<file path="config.mk">
export PLATFORM = sky130hd
export DESIGN_NAME = ifmap_read_scheduler
export DESIGN_NICKNAME = d
export VERILOG_FILES = /design/src/rtl/ifmap_sched_pkg.sv /design/src/rtl/ifmap_raddr_counter.sv /design/src/rtl/ifmap_read_scheduler.sv
export SDC_FILE = /design/constraint.sdc
export NUM_CORES = 1
export LEC_CHECK = 0
export BUFFER_PORTS_ARGS = -buffer_cell sky130_fd_sc_hd__clkbuf_2
export CELL_PAD_IN_SITES_DETAIL_PLACEMENT = 1
export CELL_PAD_IN_SITES_GLOBAL_PLACEMENT = 2
export CORE_UTILIZATION = 35
export DETAILED_ROUTE_END_ITERATION = 10
export GPL_TIMING_DRIVEN = 0
export HOLD_SLACK_MARGIN = 0.03
export PLACE_DENSITY = 0.85
export SYNTH_ARGS = -nofsm -noshare
export SYNTH_HDL_FRONTEND = slang
export SYNTH_SLANG_ARGS = --single-unit
</file>
<file path="constraint.sdc">
create_clock -name clk -period 4.4 [get_ports clk]
set_input_delay 0 -clock clk [delete_from_list [all_inputs] [get_ports clk]]
set_output_delay 0 -clock clk [all_outputs]
set_load 0.02 [all_outputs]
</file>
<file path="src/rtl/ifmap_sched_pkg.sv">
// Shared definitions for the ifmap read scheduler.
// Holds the scheduler FSM state encoding and its width constant.
package ifmap_sched_pkg;

  localparam int unsigned SCHED_STATE_W = 3;

  typedef enum logic [SCHED_STATE_W-1:0] {
    IDLE   = 3'd0,
    FILL   = 3'd1,
    SWITCH = 3'd2,
    READ   = 3'd3,
    DONE   = 3'd4
  } sched_state_e;

endpackage

</file>
<file path="src/rtl/ifmap_raddr_counter.sv">
// Read-address / pass counter for one ping-pong bank.
// Ports:
//   clk, rst_n   - clock, synchronous active-low reset
//   clear_i      - zero both counters (new layer configuration)
//   enable_i     - advance one word (a read was issued this cycle)
//   n_i, p_i     - words per bank, read passes per bank (already >= 1)
//   raddr_o      - current word address 0..N-1
//   pass_cnt_o   - current pass 0..P-1
//   last_o       - raddr_o is the final word of a pass
module ifmap_raddr_counter #(
  parameter int unsigned W = 32
) (
  input  logic         clk,
  input  logic         rst_n,
  input  logic         clear_i,
  input  logic         enable_i,
  input  logic [W-1:0] n_i,
  input  logic [W-1:0] p_i,
  output logic [W-1:0] raddr_o,
  output logic [W-1:0] pass_cnt_o,
  output logic         last_o
);

  logic [W-1:0] raddr_q, raddr_d;
  logic [W-1:0] pass_q, pass_d;

  assign last_o     = (raddr_q == n_i - W'(1));
  assign raddr_o    = raddr_q;
  assign pass_cnt_o = pass_q;

  always_comb begin
    raddr_d = raddr_q;
    pass_d  = pass_q;
    if (clear_i) begin
      raddr_d = '0;
      pass_d  = '0;
    end else if (enable_i) begin
      if (last_o) begin
        // Both counters wrap after the final pass so the next bank starts clean.
        raddr_d = '0;
        pass_d  = (pass_q == p_i - W'(1)) ? '0 : pass_q + W'(1);
      end else begin
        raddr_d = raddr_q + W'(1);
      end
    end
  end

  always_ff @(posedge clk) begin
    if (!rst_n) begin
      raddr_q <= '0;
      pass_q  <= '0;
    end else begin
      raddr_q <= raddr_d;
      pass_q  <= pass_d;
    end
  end

endmodule

</file>
<file path="src/rtl/ifmap_read_scheduler.sv">
// Input-feature-map read scheduler for a ping-pong bank buffer.
// Waits for the write side to fill a bank, switches banks, then reads the
// bank P times (N words per pass), for B banks per layer.
// Ports:
//   clk, rst_n                     - clock, synchronous active-low reset
//   config_done                    - latch N/B/P (accepted in IDLE/DONE only)
//   config_IC1_IY0_IX0 (N)         - words per bank
//   config_OY1_OX1     (B)         - banks per layer
//   config_OC1         (P)         - read passes per bank
//   write_bank_ready_to_switch     - write side holds a full bank
//   rd_stall                       - consumer cannot accept data
//   ready_to_switch                - one-cycle bank swap pulse
//   start_new_write_bank           - write side may start another bank
//   ren / raddr                    - read strobe and address
//   rdata_vld                      - ren delayed by the buffer read latency
//   sched_busy / sched_done        - active / layer complete
// Optional: define IFMAP_SCHED_PERF_CNT_EN to add perf_stall_cnt, a saturating
// count of READ cycles with rd_stall asserted.
module ifmap_read_scheduler
  import ifmap_sched_pkg::*;
#(
  parameter int unsigned BANK_ADDR_WIDTH = 32
) (
  input  logic                       clk,
  input  logic                       rst_n,
  input  logic                       config_done,
  input  logic [BANK_ADDR_WIDTH-1:0] config_IC1_IY0_IX0,
  input  logic [BANK_ADDR_WIDTH-1:0] config_OY1_OX1,
  input  logic [BANK_ADDR_WIDTH-1:0] config_OC1,
  input  logic                       write_bank_ready_to_switch,
  input  logic                       rd_stall,
  output logic                       ready_to_switch,
  output logic                       start_new_write_bank,
  output logic                       ren,
  output logic [BANK_ADDR_WIDTH-1:0] raddr,
  output logic                       rdata_vld,
  output logic                       sched_busy,
  output logic                       sched_done
`ifdef IFMAP_SCHED_PERF_CNT_EN
  ,
  output logic [BANK_ADDR_WIDTH-1:0] perf_stall_cnt
`endif
);

  localparam int unsigned W = BANK_ADDR_WIDTH;

  sched_state_e state_q, state_d;
  logic [W-1:0] n_q, n_d, b_q, b_d, p_q, p_d;
  logic [W-1:0] bank_cnt_q, bank_cnt_d;
  logic         rvld_q;
  logic         cfg_load;
  logic         addr_last;
  logic [W-1:0] pass_cnt;
  logic         bank_end;

  assign cfg_load = config_done && ((state_q == IDLE) || (state_q == DONE));
  assign bank_end = addr_last && (pass_cnt == p_q - W'(1));

  always_comb begin
    n_d = n_q;
    b_d = b_q;
    p_d = p_q;
    if (cfg_load) begin
      n_d = (config_IC1_IY0_IX0 == '0) ? W'(1) : config_IC1_IY0_IX0;
      b_d = (config_OY1_OX1 == '0)     ? W'(1) : config_OY1_OX1;
      p_d = (config_OC1 == '0)         ? W'(1) : config_OC1;
    end
  end

  always_comb begin
    state_d              = state_q;
    bank_cnt_d           = bank_cnt_q;
    ready_to_switch      = 1'b0;
    start_new_write_bank = 1'b0;
    ren                  = 1'b0;
    sched_busy           = 1'b0;
    sched_done           = 1'b0;
    case (state_q)
      IDLE: begin
        if (config_done) begin
          state_d    = FILL;
          bank_cnt_d = '0;
        end
      end
      FILL: begin
        sched_busy = 1'b1;
        if (write_bank_ready_to_switch) state_d = SWITCH;
      end
      SWITCH: begin
        sched_busy           = 1'b1;
        ready_to_switch      = 1'b1;
        bank_cnt_d           = bank_cnt_q + W'(1);
        start_new_write_bank = (bank_cnt_d < b_q);
        state_d              = READ;
      end
      READ: begin
        sched_busy = 1'b1;
        ren        = !rd_stall;
        if (ren && bank_end) state_d = (bank_cnt_q == b_q) ? DONE : FILL;
      end
      DONE: begin
        sched_done = 1'b1;
        if (config_done) begin
          state_d    = FILL;
          bank_cnt_d = '0;
        end
      end
      default: state_d = IDLE;
    endcase
  end

  always_ff @(posedge clk) begin
    if (!rst_n) begin
      state_q    <= IDLE;
      n_q        <= '0;
      b_q        <= '0;
      p_q        <= '0;
      bank_cnt_q <= '0;
      rvld_q     <= 1'b0;
    end else begin
      state_q    <= state_d;
      n_q        <= n_d;
      b_q        <= b_d;
      p_q        <= p_d;
      bank_cnt_q <= bank_cnt_d;
      rvld_q     <= ren;
    end
  end

  assign rdata_vld = rvld_q;

  ifmap_raddr_counter #(
    .W (W)
  ) u_raddr_counter (
    .clk        (clk),
    .rst_n      (rst_n),
    .clear_i    (cfg_load),
    .enable_i   (ren),
    .n_i        (n_q),
    .p_i        (p_q),
    .raddr_o    (raddr),
    .pass_cnt_o (pass_cnt),
    .last_o     (addr_last)
  );

`ifdef IFMAP_SCHED_PERF_CNT_EN
  logic [W-1:0] perf_q, perf_d;

  always_comb begin
    perf_d = perf_q;
    if (cfg_load) perf_d = '0;
    else if ((state_q == READ) && rd_stall && (perf_q != '1)) perf_d = perf_q + W'(1);
  end

  always_ff @(posedge clk) begin
    if (!rst_n) perf_q <= '0;
    else        perf_q <= perf_d;
  end

  assign perf_stall_cnt = perf_q;
`endif

endmodule

</file>
# == Word level (Yosys, flattened, before mapping) ==
# Cells that the tools add are included.
# W data, S select, Z words.
# word_totals
out_inout_bits,38
input_bits,101
register_bits,196
wordCells,58
# op_classes
muxes,17
add_sub_neg,5
bitwise,1
magnitude_cmp,1
n_reduce_logical,16
eq_ne,10
# op_table
op,n
$mux W32,6
$add A32 B1 Y32 const B,3
$eq A32 B32 Y1,3
$logic_not A32 Y1,3
$pmux W32 S2,1
$sub A32 B1 Y32 const B,2
$lt A32 B32 Y1,1
$mux W3,4
$pmux W3 S4,1
$eq A3 B2 Y1 const B,2
$mux W1,5
$ne A2 B2 Y1 const B,2
$reduce_and A2 Y1,2
$reduce_or A2 Y1,2
$eq A3 B1 Y1 const B,1
$eq A3 B3 Y1 const B,1
$logic_and A1 B1 Y1,3
$logic_not A3 Y1,1
$reduce_and A3 Y1,1
$reduce_or A3 Y1,1
$ne A2 B1 Y1 const B,1
$reduce_bool A2 Y1,1
$logic_not A1 Y1,1
$logic_or A1 B1 Y1,1
$not A1 Y1,1

# == Logic depth before layout (Yosys ltp) ==
# logic_depth
word_depth,6
ltp_mapped,15
ltp_nobuf,15

# == Modules after synthesis ==
# A second synthesis with hierarchy kept.
# unflattened
hier_cells,1733
hier_area_um2,13435.4
# modules_own_cells
module,cells_per_inst,seq_area_each_um2,instances,area_per_inst_um2
ifmap_read_scheduler,1041,2642.5,1,8220.4
ifmap_raddr_counter,692,1281.2,1,5215.0

# == Worst setup path before layout ==
# Ideal clock, no wire load.
# synth_timing
kind,flip-flop to output port
startpoint,register bank_cnt_q[8]
endpoint,output port start_new_write_bank
path_buffers,2
path_stages_with_launch,16
required_ps,4400
setup_slack_ps,848
t_arrival_ps,3552
cell_sequence,dfxtp_1 -> clkbuf_1 -> nand3_1 -> or4_1 -> nor2_1 -> and3_1 -> and3_1 -> clkbuf_1 -> nand3_1 -> xnor2_1 -> ha_1 -> a21o_1 -> a21o_1 -> a21oi_1 -> o211ai_1 -> nor3_1
# synth_via
elab_chain_len,3
# synth_lines
element,line,source
start: declaration,ifmap_read_scheduler.sv:49,"logic [W-1:0] bank_cnt_q, bank_cnt_d;"
start signal: assignment,ifmap_read_scheduler.sv:125,bank_cnt_q <= bank_cnt_d;
$add A32 B1 Y32,ifmap_read_scheduler.sv:92,bank_cnt_d = bank_cnt_q + W'(1);
$lt A32 B32 Y1,ifmap_read_scheduler.sv:93,start_new_write_bank = (bank_cnt_d < b_q);
$mux W1,ifmap_read_scheduler.sv:78,case (state_q)
end: declaration,ifmap_read_scheduler.sv:33,"output logic start_new_write_bank,"
# No other way between the ends.

# == Final worst setup path ==
# layout_timing
startpoint,register bank_cnt_q[1]
endpoint,output port start_new_write_bank
# The elaborated chain is that of the path after synthesis.

==> metrics.md <==
| Metric | Value |
|---|---|
| Path depth of the worst reg2reg path | 14 |
| Top post-synthesis cells by area | dfxtp_1 33%, xnor2_1 6.9%, xor2_1 6.9% |
| DIE WIDTH | 185 um |
| Critical Path Source Type | register |
| Cell area power density | 308 mW/mm2 |
| Final core occ | 44.7% |
| Status | finished, final reports clean |
| Seq/Total Area, Yosys | 33.4% |
| Top-area cell type share of the netlist area | 33.4% |
| Syn Nets | 1642 |
| Max-Cap Viols | 0 |
| Hold_sp | config_OC1[8] |
| DP HPWL | 30.6 mm |
| Post-synth EDFFs | 0 |
| Worst Path Arrival | 4.19 ns |
| Antenna-violating nets left | 0 |
| DR DRC count | 0 |
| Final worst-path cycle share | 95.1% |
| Final setup margin | 0.214 ns |
| TritonCTS Buffers | 17 |
| WP data required | 4.40 ns |
| GRT met1 Usage | 30.4% |
| Synth unique cells | 72 |
| Synth Instances | 1504 |
| Met2 Resource Use GR | 42.9% |
| Final Hold Vio Count | 0 |
| Clk_lat worst skew | 0.45 ns |
| Worst-Margin Slew | 1.02 ns |
| Final setup violation count | 0 |
| Crit path capture type | output port |
| Number of global-route vias before repair | 12200 |
| Area grow syn2layout | 24.6% |
| Final wirelength | 40.7 mm |
| Die area | 0.0343 mm2 |
| Worst-path clk slew | 0.08 ns |
| Largest net degree at the start of global routing | 17 |
| Synth Cell Area | 0.0118 mm2 |
| Row count | 66 |
| PortBufs | 137 |
| Clock skew | 0.0131 ns |
| Core area | 0.0328 mm2 |
| FF-to-FF End | state_q[2] |
| Gr ovfl total | 0 |
| Final net count | 1895 |
| Max-Slew Margin vs Limit | 32.0% |
| Layout cell share with drive strength beyond 1 | 12.4% |
| Async SR Flop Fraction | 0% |
| Root buffer cell | clkbuf_16 |
| Vias per cell | 5.38 |
| VDD IR-drop max | 0.309 mV |
| Cell taking the most area after synthesis | dfxtp_1 |
| Die Ht | 185 um |
| First-pass GRT wire length | 64.7 mm |
| Fin Setup TNS | 0 ns |
| WS Path Type | register to output port |
| Min-Delay Endpoint | p_q[8] |
| H-tree depth | 4 |
| Slew Limit Fails | 0 |
| Drt wl/cell | 18.4 um |
| Worst Hold Class | primary input to register |
| Gp weighted congestion | 0.860 |
| Clock Sinks | 196 |
| Min Tclk post-route | 4.19 ns |
| Initial antenna violation count | 1 |
| Met3 usage | 3.11% |
| Starting DRC count in detailed routing | 474 |
| Reg2reg start | p_q[3] |
| Hold depth | 3 |
| Post-synthesis register bit count | 196 |
| Initial Util | 35.9% |
| Io pins | 139 |
| CTS tree | built |
| Synth Flop Type | dfxtp_1 |
| Avg Cell Area, Syn | 7.82 um2 |
| Largest fanout on the critical path | 8 |
| Fmax | 0.239 GHz |
| Yosys warns | 0 |
| Gr busiest metal | met2 |
| Pre-CTS WS | 0.219 ns |
| Vias | 11900 |
| FF-to-FF setup slack | 0.28 ns |
| First-pass DRT Iterations | 5 |
| GRT Total Usage | 24.2% |
| Leakage | 5.77 nW |
| Count leader, synth | dfxtp_1 |
| Most common library cells after synthesis | 196 x dfxtp_1, 193 x nand2_1, 136 x nor2_1 |
| Max clock buf depth | 2 |
[per-stage QoR]
| stage | hold WS [ns] | cell area [um2] | total power [W] | instances |
|---|---|---|---|---|
| after floorplan | 0.109 | 11800 | 0.00256 | 1504 |
| after CTS | 0.291 | 14600 | 0.00455 | 2213 |
| final | 0.317 | 14600 | 0.00451 | 2213 |
| after global routing | 0.325 | 14600 | 0.00473 | 2213 |
| after global placement | 0.230 | 13000 | 0.00284 | 2083 |
| after detailed placement | 0.233 | 13000 | 0.00286 | 2083 |
[cells in the final DEF, fill, tap and decap left out, types with 28 or more instances in the layout]
master,instances
nand2_1,193
dfxtp_1,188
clkbuf_2,137
nor2_1,135
a21oi_1,120
dlygate4sd3_1,103
xor2_1,93
xnor2_1,92
clkbuf_1,62
inv_1,55
nand3_1,51
nor4_1,50
nand4_1,44
nor3_1,42
o21ai_0,42
ha_1,37
a22o_1,28
[metal layers]
| layer | up-vias | wire, um |
|---|---|---|
| li1 | 5844 | - |
| met2 | 158 | 20200 |
| met4 | 0 | 697 |
| met5 | - | 0 |
| met1 | 5852 | 19000 |
| met3 | 43 | 801 |
[how the worst max path moves through the flow]
stage,start,endpoint
floorplan,bank_cnt_q[8],start_new_write_bank
global placement,n_q[0],u_raddr_counter.pass_cnt_o[16]
detailed placement,bank_cnt_q[4],start_new_write_bank
CTS,bank_cnt_q[5],start_new_write_bank
global route,bank_cnt_q[1],start_new_write_bank
finish,bank_cnt_q[1],start_new_write_bank
[where the power goes]
part	switching, W	internal (W)
logic	0.000568	0.000406
clock network	0.000733	0.000873
registers	0.0000922	0.00184
total	0.00139	0.00312
[kinds of logic (layout without fill, tap and decap cells)]
logic type	Yosys count	in the layout	synth area share [%]
other	0	1	0
AOI/OAI and AO/OA	284	284	15.0
buffers and inverters	133	399	4.45
adders and majority gates	37	37	3.94
DFF	196	196	33.4
xor gates and xnor gates	186	186	13.9
muxes	2	2	0.170
and+or+nand+nor	666	666	29.2
[registers in the layout, summed over array words and instances, names as in the netlist]
register	flops
b_q	32
bank_cnt_q	32
n_q	32
p_q	32
u_raddr_counter.pass_cnt_o	32
u_raddr_counter.raddr_o	32
state_q	3
rdata_vld	1
[timing repair]
item                                   4_1_cts  5_1_grt
cloned                                       0        0
setup buffers                                2        0
setup endpoints to repair                    1       22
hold buffers                               103        0
gates resized for setup                      2       17
pin swaps                                    1        0
endpoints found under the hold margin      103        0
[area by class of cell]
class | count | area (um2)
buffer | 69 | 283
tap | 442 | 553
antenna | 1 | 2.50
multi-input combinational | 1175 | 7360
clock inverter | 7 | 96.3
timing repair buffer | 242 | 1730
inverter | 56 | 210
sequential | 196 | 3930
clock buffer | 25 | 475
fill | 4013 | 18100
[critical path, stage by stage (launching register included)]
cell      delay [ns]
dfxtp_1         0.44
nand4_1         0.22
or4_1           0.59
nor2_1          0.18
and3_1          0.25
and3_2          0.31
nand3_1         0.18
xnor2_2         0.20
ha_1            0.31
a21o_1          0.17
a21o_1          0.17
a21oi_1         0.15
o211ai_1        0.13
nor3_2          0.23
clkbuf_2        0.21
Power figures use the tool's default switching activity.
